[src/rtl/krnl_partialknn_local_sp_streamer.sv]
`default_nettype none
// ============================================================================
// Module   : krnl_partialknn_local_sp_streamer
// Purpose  : Read-side sequencer for the partialKnn local scratchpad. It turns
//            fixed-latency URAM reads into a credit-limited valid/ready stream.
// Option   : KNN_SP_STALL_CNT_EN adds the stall_cycles backpressure counter.
// Revision : 1.0 - initial release
// ============================================================================
module krnl_partialknn_local_sp_streamer #(
  parameter int DataWidth    = 256,
  parameter int AddressWidth = 11,
  parameter int RdLat        = 2,
  parameter int FifoDepth    = RdLat + 2
) (
  input  logic                    ap_clk,
  input  logic                    ap_rst_n,
  input  logic                    start,
  input  logic [AddressWidth-1:0] base_addr,
  input  logic [AddressWidth:0]   count,
  output logic                    busy,
  output logic                    done,
  output logic [AddressWidth-1:0] mem_address0,
  output logic                    mem_ce0,
  output logic                    mem_we0,
  output logic [DataWidth-1:0]    mem_d0,
  input  logic [DataWidth-1:0]    mem_q0,
  output logic                    out_valid,
  input  logic                    out_ready,
  output logic [DataWidth-1:0]    out_data,
  output logic                    out_last
`ifdef KNN_SP_STALL_CNT_EN
  ,
  output logic [31:0]             stall_cycles
`endif
);

  localparam int c_cnt_w = AddressWidth + 1;
  localparam int c_ptr_w = (FifoDepth > 1) ? $clog2(FifoDepth) : 1;
  localparam int c_occ_w = $clog2(FifoDepth + 1);
  localparam logic [c_ptr_w-1:0] c_last_ptr = c_ptr_w'(FifoDepth - 1);
  localparam logic [c_occ_w:0]   c_depth    = (c_occ_w + 1)'(FifoDepth);

  typedef enum logic [1:0] {
    S_IDLE  = 2'd0,
    S_RUN   = 2'd1,
    S_DRAIN = 2'd2,
    S_DONE  = 2'd3
  } state_t;

  state_t                    r_state, w_state_nxt;
  logic [AddressWidth-1:0]   r_cursor;
  logic [c_cnt_w-1:0]        r_remaining, r_count, r_ret_cnt;
  logic [RdLat-1:0]          r_vld_sr;
  logic [c_occ_w-1:0]        r_inflight, r_occ;
  logic [c_ptr_w-1:0]        r_wptr, r_rptr;
  logic [DataWidth-1:0]      r_fifo_data [FifoDepth];
  logic                      r_fifo_last [FifoDepth];

  logic             w_start, w_issue, w_ret, w_pop, w_head_last;
  logic [c_occ_w:0] w_credit;

  assign w_start     = (r_state == S_IDLE) && start;
  assign w_credit    = {1'b0, r_inflight} + {1'b0, r_occ};
  assign w_issue     = (r_state == S_RUN) && (r_remaining != '0) && (w_credit < c_depth);
  assign w_ret       = r_vld_sr[RdLat-1];
  assign out_valid   = (r_occ != '0);
  assign w_pop       = out_valid && out_ready;
  assign w_head_last = r_fifo_last[r_rptr];

  assign out_data     = r_fifo_data[r_rptr];
  assign out_last     = out_valid && w_head_last;
  assign mem_address0 = r_cursor;
  assign mem_we0      = 1'b0;
  assign mem_d0       = '0;

  always_ff @(posedge ap_clk or negedge ap_rst_n) begin
    if (!ap_rst_n) r_state <= S_IDLE;
    else           r_state <= w_state_nxt;
  end

  // An empty job passes through DRAIN for one cycle so done lands at T+2.
  always_comb begin
    w_state_nxt = r_state;
    busy        = 1'b0;
    done        = 1'b0;
    mem_ce0     = 1'b0;
    unique case (r_state)
      S_IDLE: begin
        if (start) w_state_nxt = (count == '0) ? S_DRAIN : S_RUN;
      end
      S_RUN: begin
        busy    = 1'b1;
        mem_ce0 = w_issue;
        if (w_issue && (r_remaining == c_cnt_w'(1))) w_state_nxt = S_DRAIN;
      end
      S_DRAIN: begin
        busy = 1'b1;
        if ((r_count == '0) || (w_pop && w_head_last && (r_inflight == '0)))
          w_state_nxt = S_DONE;
      end
      S_DONE: begin
        done        = 1'b1;
        w_state_nxt = S_IDLE;
      end
      default: w_state_nxt = S_IDLE;
    endcase
  end

  always_ff @(posedge ap_clk or negedge ap_rst_n) begin
    if (!ap_rst_n) begin
      r_cursor    <= '0;
      r_remaining <= '0;
      r_count     <= '0;
      r_ret_cnt   <= '0;
      r_vld_sr    <= '0;
      r_inflight  <= '0;
      r_occ       <= '0;
      r_wptr      <= '0;
      r_rptr      <= '0;
      for (int i = 0; i < FifoDepth; i++) begin
        r_fifo_data[i] <= '0;
        r_fifo_last[i] <= 1'b0;
      end
    end else begin
      if (w_start) begin
        r_cursor    <= base_addr;
        r_remaining <= count;
        r_count     <= count;
      end else if (w_issue) begin
        r_cursor    <= r_cursor + 1'b1;
        r_remaining <= r_remaining - 1'b1;
      end

      r_vld_sr <= (r_vld_sr << 1) | RdLat'(w_issue);

      unique case ({w_issue, w_ret})
        2'b10:   r_inflight <= r_inflight + 1'b1;
        2'b01:   r_inflight <= r_inflight - 1'b1;
        default: r_inflight <= r_inflight;
      endcase

      // Last flag follows the ordinal of the returned word, not its address.
      if (w_start) r_ret_cnt <= '0;
      else if (w_ret) r_ret_cnt <= r_ret_cnt + 1'b1;

      if (w_ret) begin
        r_fifo_data[r_wptr] <= mem_q0;
        r_fifo_last[r_wptr] <= ((r_ret_cnt + c_cnt_w'(1)) == r_count);
        r_wptr <= (r_wptr == c_last_ptr) ? '0 : r_wptr + 1'b1;
      end
      if (w_pop) r_rptr <= (r_rptr == c_last_ptr) ? '0 : r_rptr + 1'b1;

      unique case ({w_ret, w_pop})
        2'b10:   r_occ <= r_occ + 1'b1;
        2'b01:   r_occ <= r_occ - 1'b1;
        default: r_occ <= r_occ;
      endcase
    end
  end

`ifdef KNN_SP_STALL_CNT_EN
  logic [31:0] r_stall;
  always_ff @(posedge ap_clk or negedge ap_rst_n) begin
    if (!ap_rst_n) r_stall <= '0;
    else if (w_start) r_stall <= '0;
    else if (out_valid && !out_ready && busy && (r_stall != '1)) r_stall <= r_stall + 1'b1;
  end
  assign stall_cycles = r_stall;
`endif

endmodule
`default_nettype wire

[config.mk]
export PLATFORM = sky130hd
export DESIGN_NAME = krnl_partialknn_local_sp_streamer
export DESIGN_NICKNAME = d
export VERILOG_FILES = /design/src/rtl/krnl_partialknn_local_sp_streamer.sv
export SDC_FILE = /design/constraint.sdc
export NUM_CORES = 1
export LEC_CHECK = 0
export CAP_MARGIN = 10
export CORE_MARGIN = 3
export CORE_UTILIZATION = 50
export DETAILED_ROUTE_END_ITERATION = 10
export DONT_BUFFER_PORTS = 1
export PLACE_DENSITY = 0.75
export SKIP_CTS_REPAIR_TIMING = 1
export SLEW_MARGIN = 0
export SYNTH_ARGS = -nofsm -noshare
export SYNTH_HDL_FRONTEND = slang
export SYNTH_SLANG_ARGS = --single-unit
[constraint.sdc]
create_clock -name ap_clk -period 3.3 [get_ports ap_clk]
set_input_delay 0.66 -clock ap_clk [delete_from_list [all_inputs] [get_ports ap_clk]]
set_output_delay 0.66 -clock ap_clk [all_outputs]
set_load 0.1 [all_outputs]
==> Word level (Yosys, flattened, before mapping) <==
Cells that the tools add are included.
{ "op_classes": {"addsub": 10, "n_mul": 0, "n_div": 0, "magnitude_cmp": 4, "n_eq_ne": 14, "n_shift": 0, "n_mux": 30, "bitwise_logic": 3, "reduce_logical": 22} }
{ "ops": {"columns": ["operator", "n"], "rows": [
  ["bitwise mux 1024 bit", 1],
  ["two-way mux 256 bit", 3],
  ["binary-select mux 256 bit (select 2 bit)", 1],
  ["demux 256 bit (select 2 bit)", 1],
  ["two-way mux 12 bit", 4],
  ["zero test 12 bit", 2],
  ["two-way mux 11 bit", 2],
  ["adder 12 x 1 -> 12 bit (second input constant)", 1],
  ["== test 12 x 1 -> 1 bit (second input constant)", 1],
  ["== test 12 bit", 1],
  ["== test 2 bit (second input constant)", 6],
  ["two-way mux 2 bit", 6],
  ["case mux 3 bit (2 select lines)", 2],
  ["nonzero test 12 bit", 1],
  ["subtractor 12 x 1 -> 12 bit (second input constant)", 1],
  ["adder 11 x 1 -> 11 bit (second input constant)", 1],
  ["logical AND 1 bit", 9],
  ["case mux 2 bit (4 select lines)", 1],
  ["nonzero test 2 bit", 4],
  ["adder 3 x 1 -> 3 bit (second input constant)", 2],
  ["== test 2 x 1 -> 1 bit (second input constant)", 3],
  [">= comparator 3 bit (second input constant)", 2],
  ["two-way mux 1 bit", 6],
  ["NOT 2 -> 3 bit", 2],
  ["17 further kinds", 20]
]} }
{ "totals": {"register_bits": 1089, "latch_bits": 0, "mem_bits_rw": 0, "rom_bits": 0, "in_bits": 283, "output_inout_bits": 529, "elab_cells": 101, "n_memories": 0} }

==> Longest topological paths before layout <==
Gate-level depths: netlist of the first run.
{ "depth": {"word_depth": 9, "ltp_mapped": 11, "ltp_nobuf": 10} }

==> Least setup slack after synthesis of the first run <==
Ideal clock, no wire load.
{ "synth_timing": {"path_type": "reg2out", "from": "reg r_inflight[2]", "to": "out mem_ce0", "t_arrival_ns": 2.081, "required_ns": 2.640, "slack_ns": 0.559, "path_stages_with_launch": 7, "path_buffers": 1, "path_cell_list": "dfrtp_1 > ha_1 > nor4b_4 > and2_1 > buf_2 > nand2_1 > inv_1"} }
{ "synth_via": {"elab_chain_len": 4} }
{ "synth_rtl": {"columns": ["element", "line_no", "rtl"], "rows": [
  ["from (decl)", "54", "logic [c_occ_w-1:0] r_inflight, r_occ;"],
  ["from (signal assigned)", "137", "2'b10: r_inflight <= r_inflight + 1'b1;"],
  ["from (signal assigned)", "138", "2'b01: r_inflight <= r_inflight - 1'b1;"],
  ["from (signal assigned)", "139", "default: r_inflight <= r_inflight;"],
  ["adder 3 x 3 -> 4 bit", "63", "assign w_credit = {1'b0, r_inflight} + {1'b0, r_occ};"],
  ["less-than comparator 4 x 3 -> 1 bit", "64", "assign w_issue = (r_state == S_RUN) && (r_remaining != '0) && (w_credit < c_depth);"],
  ["logical AND 1 bit", "64", null],
  ["two-way mux 1 bit", "87", "unique case (r_state)"],
  ["to (decl)", "23", "output logic mem_ce0,"]
]} }
No other way between the ends.

==> Worst setup path in the final report of the first run <==
{ "layout_timing": {"from": "reg r_rptr[0]", "to": "out out_data[64]"} }
{ "layout_via": {"elab_chain_len": 4} }
{ "layout_rtl": {"columns": ["element", "line_no", "rtl"], "rows": [
  ["from (decl)", "55", "logic [c_ptr_w-1:0] r_wptr, r_rptr;"],
  ["from (signal assigned)", "151", "if (w_pop) r_rptr <= (r_rptr == c_last_ptr) ? '0 : r_rptr + 1'b1;"],
  ["NOT 2 -> 3 bit (implied by the code)", "70", "assign out_data = r_fifo_data[r_rptr];"],
  ["binary-select mux 256 bit (select 2 bit)", "70", null],
  ["two-way mux 256 bit (implied by the code) (2 in series)", "70", null],
  ["to (decl)", "29", "output logic [DataWidth-1:0] out_data,"]
]} }
No other way between the ends. The select of a mux whose other input is x is not followed.

==> impl_metrics.json, run 1 <==
{
  "clock_sinks": 1089,
  "dr_total_vias": 26200,
  "overflow": 0,
  "crit_slowest_cell": "mux4_2",
  "core_region_area_sq_um": 97300,
  "portBuffers": 0,
  "antenna_found_initial": 0,
  "grt_util_all_layers_pct": 20.8,
  "synthTopCellsByCount": "dfrtp_1, mux2_2, buf_4, mux4_2, buf_2",
  "drt_first_pass_iters": 5,
  "final-hold-violation-count": 280,
  "layout-drive-gt1-share_pct": 50.9,
  "ant_nets": 0,
  "cp-end-kind": "primary output",
  "nets": 3613,
  "die-area_sq_um": 103000,
  "r2r_cells": 9,
  "drv_cap": 0,
  "cpPeakStageDelay_ns": 0.58,
  "synth_seq_cells": 1089,
  "r2r_start": "r_inflight[2]$_DFFE_PN0P_",
  "yosys_warnings": 0,
  "floorplan.initialDensity_pct": 50.8,
  "period_share_pct": 97.6,
  "drv_slew": 0,
  "worstSetupPathType": "reg -> out",
  "dieWidth_um": 320,
  "root_buffer": "clkbuf_16",
  "slew_headroom_pct": 10.5,
  "htree_num_levels": 3,
  "path_max_fanout": 23,
  "synth_edf_count": 0,
  "rsz0062_at_grt": "true",
  "dp_cells": 4465,
  "wire_per_inst_um": 23.1,
  "crit_required_ns": 2.64,
  "first_iter_violations": 1279,
  "worst_path_dominant_cell_family": "buffers and inverters",
  "holdWs_ns": -0.331,
  "drt_wl_total_mm": 108,
  "crit_chain": "buf_16 -> buf_4 -> mux4_2 -> buf_12",
  "insertion_delay_ns": 0.71,
  "clk_pin_slew_worst_paths_ns": 0.06,
  "min_path_type": "in -> async",
  "diodes": 0,
  "synthCells": 3134,
  "critPathBufInv": 3,
  "setup_viol": 0,
  "avgSynthCellArea_sq_um": 15.8,
  "cts_tree": "built",
  "post-synth-top-count-cell": "dfrtp_1",
  "numCtsBuffers": 112,
  "ys_types": 52,
  "yosysTopAreaCell": "dfrtp_1",
  "ioPinCount": 812,
  "ys.flop_type": "dfrtp_1",
  "area_growth_pct": 15.9,
  "yosysTopAreaCellShare_pct": 55.2,
  "postSynth.asyncResetShare_pct": 100,
  "gp_congestion": 0.823,
  "drc": 0,
  "max_freq_ghz": 0.311,
  "die_h_um": 320,
  "min_period_ns": 3.22,
  "hpwl_mm": 71.0,
  "netlist_area_sq_um": 49400,
  "rows": 114,
  "grt_max_degree": 1090,
  "synthTopCellsByArea": "dfrtp_1, mux2_2, mux4_2",
  "violations": "negative hold slack",
  "first_global_vias": 28300,
  "r2r_slack_ns": 0.73,
  "grt_pass1_wl_mm": 167,
  "instances_no_fill": 4674,
  "yosysSeqAreaShare_pct": 55.2,
  "cp_data_arrival_time_ns": 2.56,
  "start_kind": "register",
  "reg2reg_to": "r_inflight[2]$_DFFE_PN0P_",
  "clock_skew_ns": 0.0338,
  "status": "complete, but fails checks",
  "cts_buffer_depth": 3,
  "vias_per_cell": 5.60,
  "worstMarginPinSlew_ns": 1.34
}
per-layer routing:
metal	vias to the layer above	GRT usage, %	part of all wire, %
met1	14000	24.1	38
met5	-	0	0
met2	658	36.1	51
met4	0	8.59	4.2
met3	214	6.42	6.9
li1	11300	-	-
worst max-delay path by stage:
stage	from	to	slack [ns]	cells after the start
3_5_place_dp	r_occ[2]$_DFFE_PN0P_	r_inflight[2]$_DFFE_PN0P_	0.52	9
6_report	r_rptr[0]$_DFFE_PN0P_	out_data[64]	0.08	4
5_1_grt	r_rptr[0]$_DFFE_PN0P_	out_data[64]	-0.04	4
4_1_cts	r_inflight[2]$_DFFE_PN0P_	mem_ce0	-0.14	6
3_3_place_gp	r_inflight[2]$_DFFE_PN0P_	r_inflight[2]$_DFFE_PN0P_	0.52	9
2_1_floorplan	r_inflight[2]$_DFFE_PN0P_	mem_ce0	0.56	6
registers in the layout, indices dropped and copies added (netlist names):
name,count
mem_address0,11
r_occ,3
r_rptr,2
r_remaining,12
r_vld_sr,2
r_fifo_last,4
r_fifo_data,1024
r_count,12
r_ret_cnt,12
r_state,2
r_wptr,2
r_inflight,3
final cells by class:
cell class | instances | area, sq um
fillers | 7244 | 40000
multi-input cells | 1848 | 20300
inverters | 13 | 48.8
clock buffers | 158 | 3240
repair buffers | 247 | 4210
clock inverters | 43 | 573
flip-flops and latches | 1089 | 27300
well taps | 1276 | 1600
per-stage QoR:
| stage | area, sq um | utilization, % | setup slack (ns) | setup TNS (ns) |
|---|---|---|---|---|
| 2_1_floorplan | 50400 | - | 0.559 | 0 |
| 3_3_place_gp | 53200 | 54.7 | 0.520 | 0 |
| 3_5_place_dp | 53200 | 54.7 | 0.522 | 0 |
| 4_1_cts | 57000 | 58.6 | -0.144 | -0.322 |
| 5_1_grt | 57300 | 58.9 | -0.0420 | -1.17 |
| 6_report | 57300 | 58.9 | 0.0800 | 0 |
cell families (layout without fill, tap and decap cells):
kind of cell             Yosys count  count (layout)  share of synthesized area, %
other                              1             257                       0.00759
flip-flops                      1089            1089                          55.2
buffers and inverters            453             461                          5.70
XOR/XNOR                          52              52                         0.922
AND/OR/NAND/NOR                  180             180                          1.87
AO/OA/AOI/OAI                     53              53                         0.633
multiplexers                    1287            1287                          35.2
adder cells (fa/ha/maj)           19              19                         0.512
cells in the final DEF (no fill, tap or decap), types with 8 or more instances in the layout:
cell type | Yosys | routed
a21oi_1 | 8 | 8
buf_12 | 0 | 172
buf_16 | 0 | 8
buf_4 | 258 | 64
bufinv_16 | 0 | 11
clkbuf_1 | 39 | 22
clkbuf_16 | 0 | 116
clkbuf_8 | 0 | 22
clkinv_2 | 0 | 21
conb_1 | 1 | 257
dfrtp_1 | 1089 | 1087
ha_1 | 17 | 17
inv_1 | 12 | 12
mux2_2 | 1028 | 1028
mux4_2 | 257 | 257
nand2_1 | 74 | 69
nand3_1 | 16 | 16
nand4_1 | 10 | 10
nor2_1 | 24 | 24
nor3_1 | 13 | 13
o21ai_0 | 32 | 32
xnor2_1 | 30 | 30
xor2_1 | 22 | 22
Power of run 1 is not shown: default switching activity piles up to over one toggle a cycle in this logic, so the estimate is an artifact.
==> run 2, diff against run 1 <==
--- a/config.mk
+++ b/config.mk
@@ -11,7 +11,6 @@
 export DETAILED_ROUTE_END_ITERATION = 10
 export DONT_BUFFER_PORTS = 1
 export PLACE_DENSITY = 0.75
-export SKIP_CTS_REPAIR_TIMING = 1
 export SLEW_MARGIN = 0
 export SYNTH_ARGS = -nofsm -noshare
 export SYNTH_HDL_FRONTEND = slang
==> run 2 against run 1 <==
Net effect: global-route usage about the same; the flow still finishes with violations (negative hold slack); largest cell class unchanged; worst setup slack got worse by 0.00084 ns; routed wire length is essentially flat; utilization did not move; via count increased by 0.29%; sequential share of layout area unchanged; register-to-register slack about the same; critical path depth unchanged; cell count unchanged; die area stayed put.
==> impl_metrics.json, run 2 (synthesis results as in run 1) <==
{
  "status": "complete, but fails checks",
  "violations": "negative hold slack",
  "floorplan.initialDensity_pct": 50.8,
  "drv_cap": 0,
  "setup_viol": 0,
  "max_freq_ghz": 0.310,
  "final_cell_mix": "dfrtp_1, mux2_2, mux4_2, conb_1, buf_12",
  "r2r_start": "r_inflight[2]$_DFFE_PN0P_",
  "root_buffer": "clkbuf_16",
  "cts_buffer_depth": 3,
  "first_iter_violations": 1258,
  "area_growth_pct": 15.9,
  "overflow": 0,
  "crit_chain": "buf_16 -> buf_4 -> mux4_2 -> buf_12",
  "nFillCells": 7244,
  "hpwl_mm": 71.0,
  "min_period_ns": 3.22,
  "layout.cells.most_common": "dfrtp_1",
  "dr_total_vias": 26200,
  "crit_slowest_cell": "mux4_2",
  "layout-drive-gt1-share_pct": 50.9,
  "crit_path_end": "out_data[64]",
  "ioPinCount": 812,
  "final-hold-violation-count": 280,
  "insertion_delay_ns": 0.71,
  "clock_skew_ns": 0.0331,
  "cts_tree": "built",
  "grt_util_all_layers_pct": 20.8,
  "path_max_fanout": 23,
  "die_h_um": 320,
  "worst_path_dominant_cell_family": "buffers and inverters",
  "dieWidth_um": 320,
  "nets": 3613,
  "r2r_cells": 9,
  "start_kind": "register",
  "portBuffers": 0,
  "period_share_pct": 97.6,
  "die-area_sq_um": 103000,
  "holdWs_ns": -0.328,
  "drc": 0,
  "cp-end-kind": "primary output",
  "final_area_sq_um": 57300,
  "clk_pin_slew_worst_paths_ns": 0.06,
  "r2r_slack_ns": 0.72,
  "crit_required_ns": 2.64,
  "vias_per_cell": 5.61,
  "cp-startpoint": "r_rptr[0]$_DFFE_PN0P_",
  "core_region_area_sq_um": 97300,
  "worstMarginPinSlew_ns": 1.34,
  "cpPeakStageDelay_ns": 0.58,
  "drv_slew": 0,
  "clock_sinks": 1089,
  "registers.top_by_ff_count": "r_fifo_data",
  "reg2reg_to": "r_inflight[2]$_DFFE_PN0P_",
  "first_global_vias": 28300,
  "placed_area_sq_um": 53200,
  "min_path_type": "in -> async",
  "grt_pass1_wl_mm": 167,
  "gp_congestion": 0.823,
  "diodes": 0,
  "drt_first_pass_iters": 5,
  "wire_per_inst_um": 23.1,
  "slew_headroom_pct": 10.4,
  "largest_register_ffs": 1024,
  "rows": 114,
  "numCtsBuffers": 112,
  "htree_num_levels": 3,
  "cp_data_arrival_time_ns": 2.56,
  "cp.depth": 4,
  "rsz0062_at_grt": "true",
  "ant_nets": 0,
  "worstSetupPathType": "reg -> out",
  "grt_max_degree": 1090,
  "critPathBufInv": 3,
  "drt_wl_total_mm": 108,
  "antenna_found_initial": 0
}
## run 2: per-layer routing
| metal | part of all wire (%) | up-vias | GRT usage [%] |
|---|---|---|---|
| li1 | - | 11300 | - |
| met1 | 38 | 14000 | 24.1 |
| met2 | 51 | 670 | 36.1 |
| met3 | 7.0 | 220 | 6.42 |
| met4 | 4.2 | 0 | 8.59 |
| met5 | 0 | - | 0 |
## run 2: how the worst min path moves through the flow
stage | startpoint | endpoint
after floorplan | r_vld_sr[0]$_DFF_PN0_ | r_vld_sr[1]$_DFF_PN0_
after global placement | r_vld_sr[0]$_DFF_PN0_ | r_vld_sr[1]$_DFF_PN0_
after detailed placement | r_vld_sr[0]$_DFF_PN0_ | r_vld_sr[1]$_DFF_PN0_
after CTS | ap_rst_n | r_fifo_data[308]$_DFFE_PN0P_
after global routing | ap_rst_n | r_fifo_data[574]$_DFFE_PN0P_
final | ap_rst_n | r_fifo_data[574]$_DFFE_PN0P_
## run 2: through the flow
| stage | setup TNS, ns | hold slack, ns | util [%] | worst slack [ns] | std cells |
|---|---|---|---|---|---|
| after global placement | 0 | 0.334 | 54.7 | 0.520 | 4465 |
| after global routing | -1.17 | -0.385 | 58.9 | -0.0420 | 4674 |
| after CTS | -0.0760 | -0.381 | 58.6 | -0.0132 | 4666 |
| final | 0 | -0.328 | 58.9 | 0.0791 | 4674 |
| after detailed placement | 0 | 0.338 | 54.7 | 0.522 | 4465 |
| after floorplan | 0 | 0.331 | - | 0.559 | 3390 |
## run 2: area by class of cell
type                       instances  area (sq um)  share of cell area, %
sequential                      1089         27300                   47.6
inverter                          13          48.8                 0.0852
multi-input combinational       1848         20300                   35.5
clock inverter                    43           573                   1.00
clock buffer                     158          3240                   5.66
timing repair buffer             247          4210                   7.35
tap                             1276          1600                   2.79
## run 2: timing repair
action | 4_1_cts | 5_1_grt
setup endpoints to repair | 27 | 129
pin swaps | 0 | 1
gates resized for setup | 4 | 6
gates cloned | 0 | 2
setup buffers | 0 | 2
hold endpoints to repair | 1089 | 280
Power of run 2 is left out for the same reason.
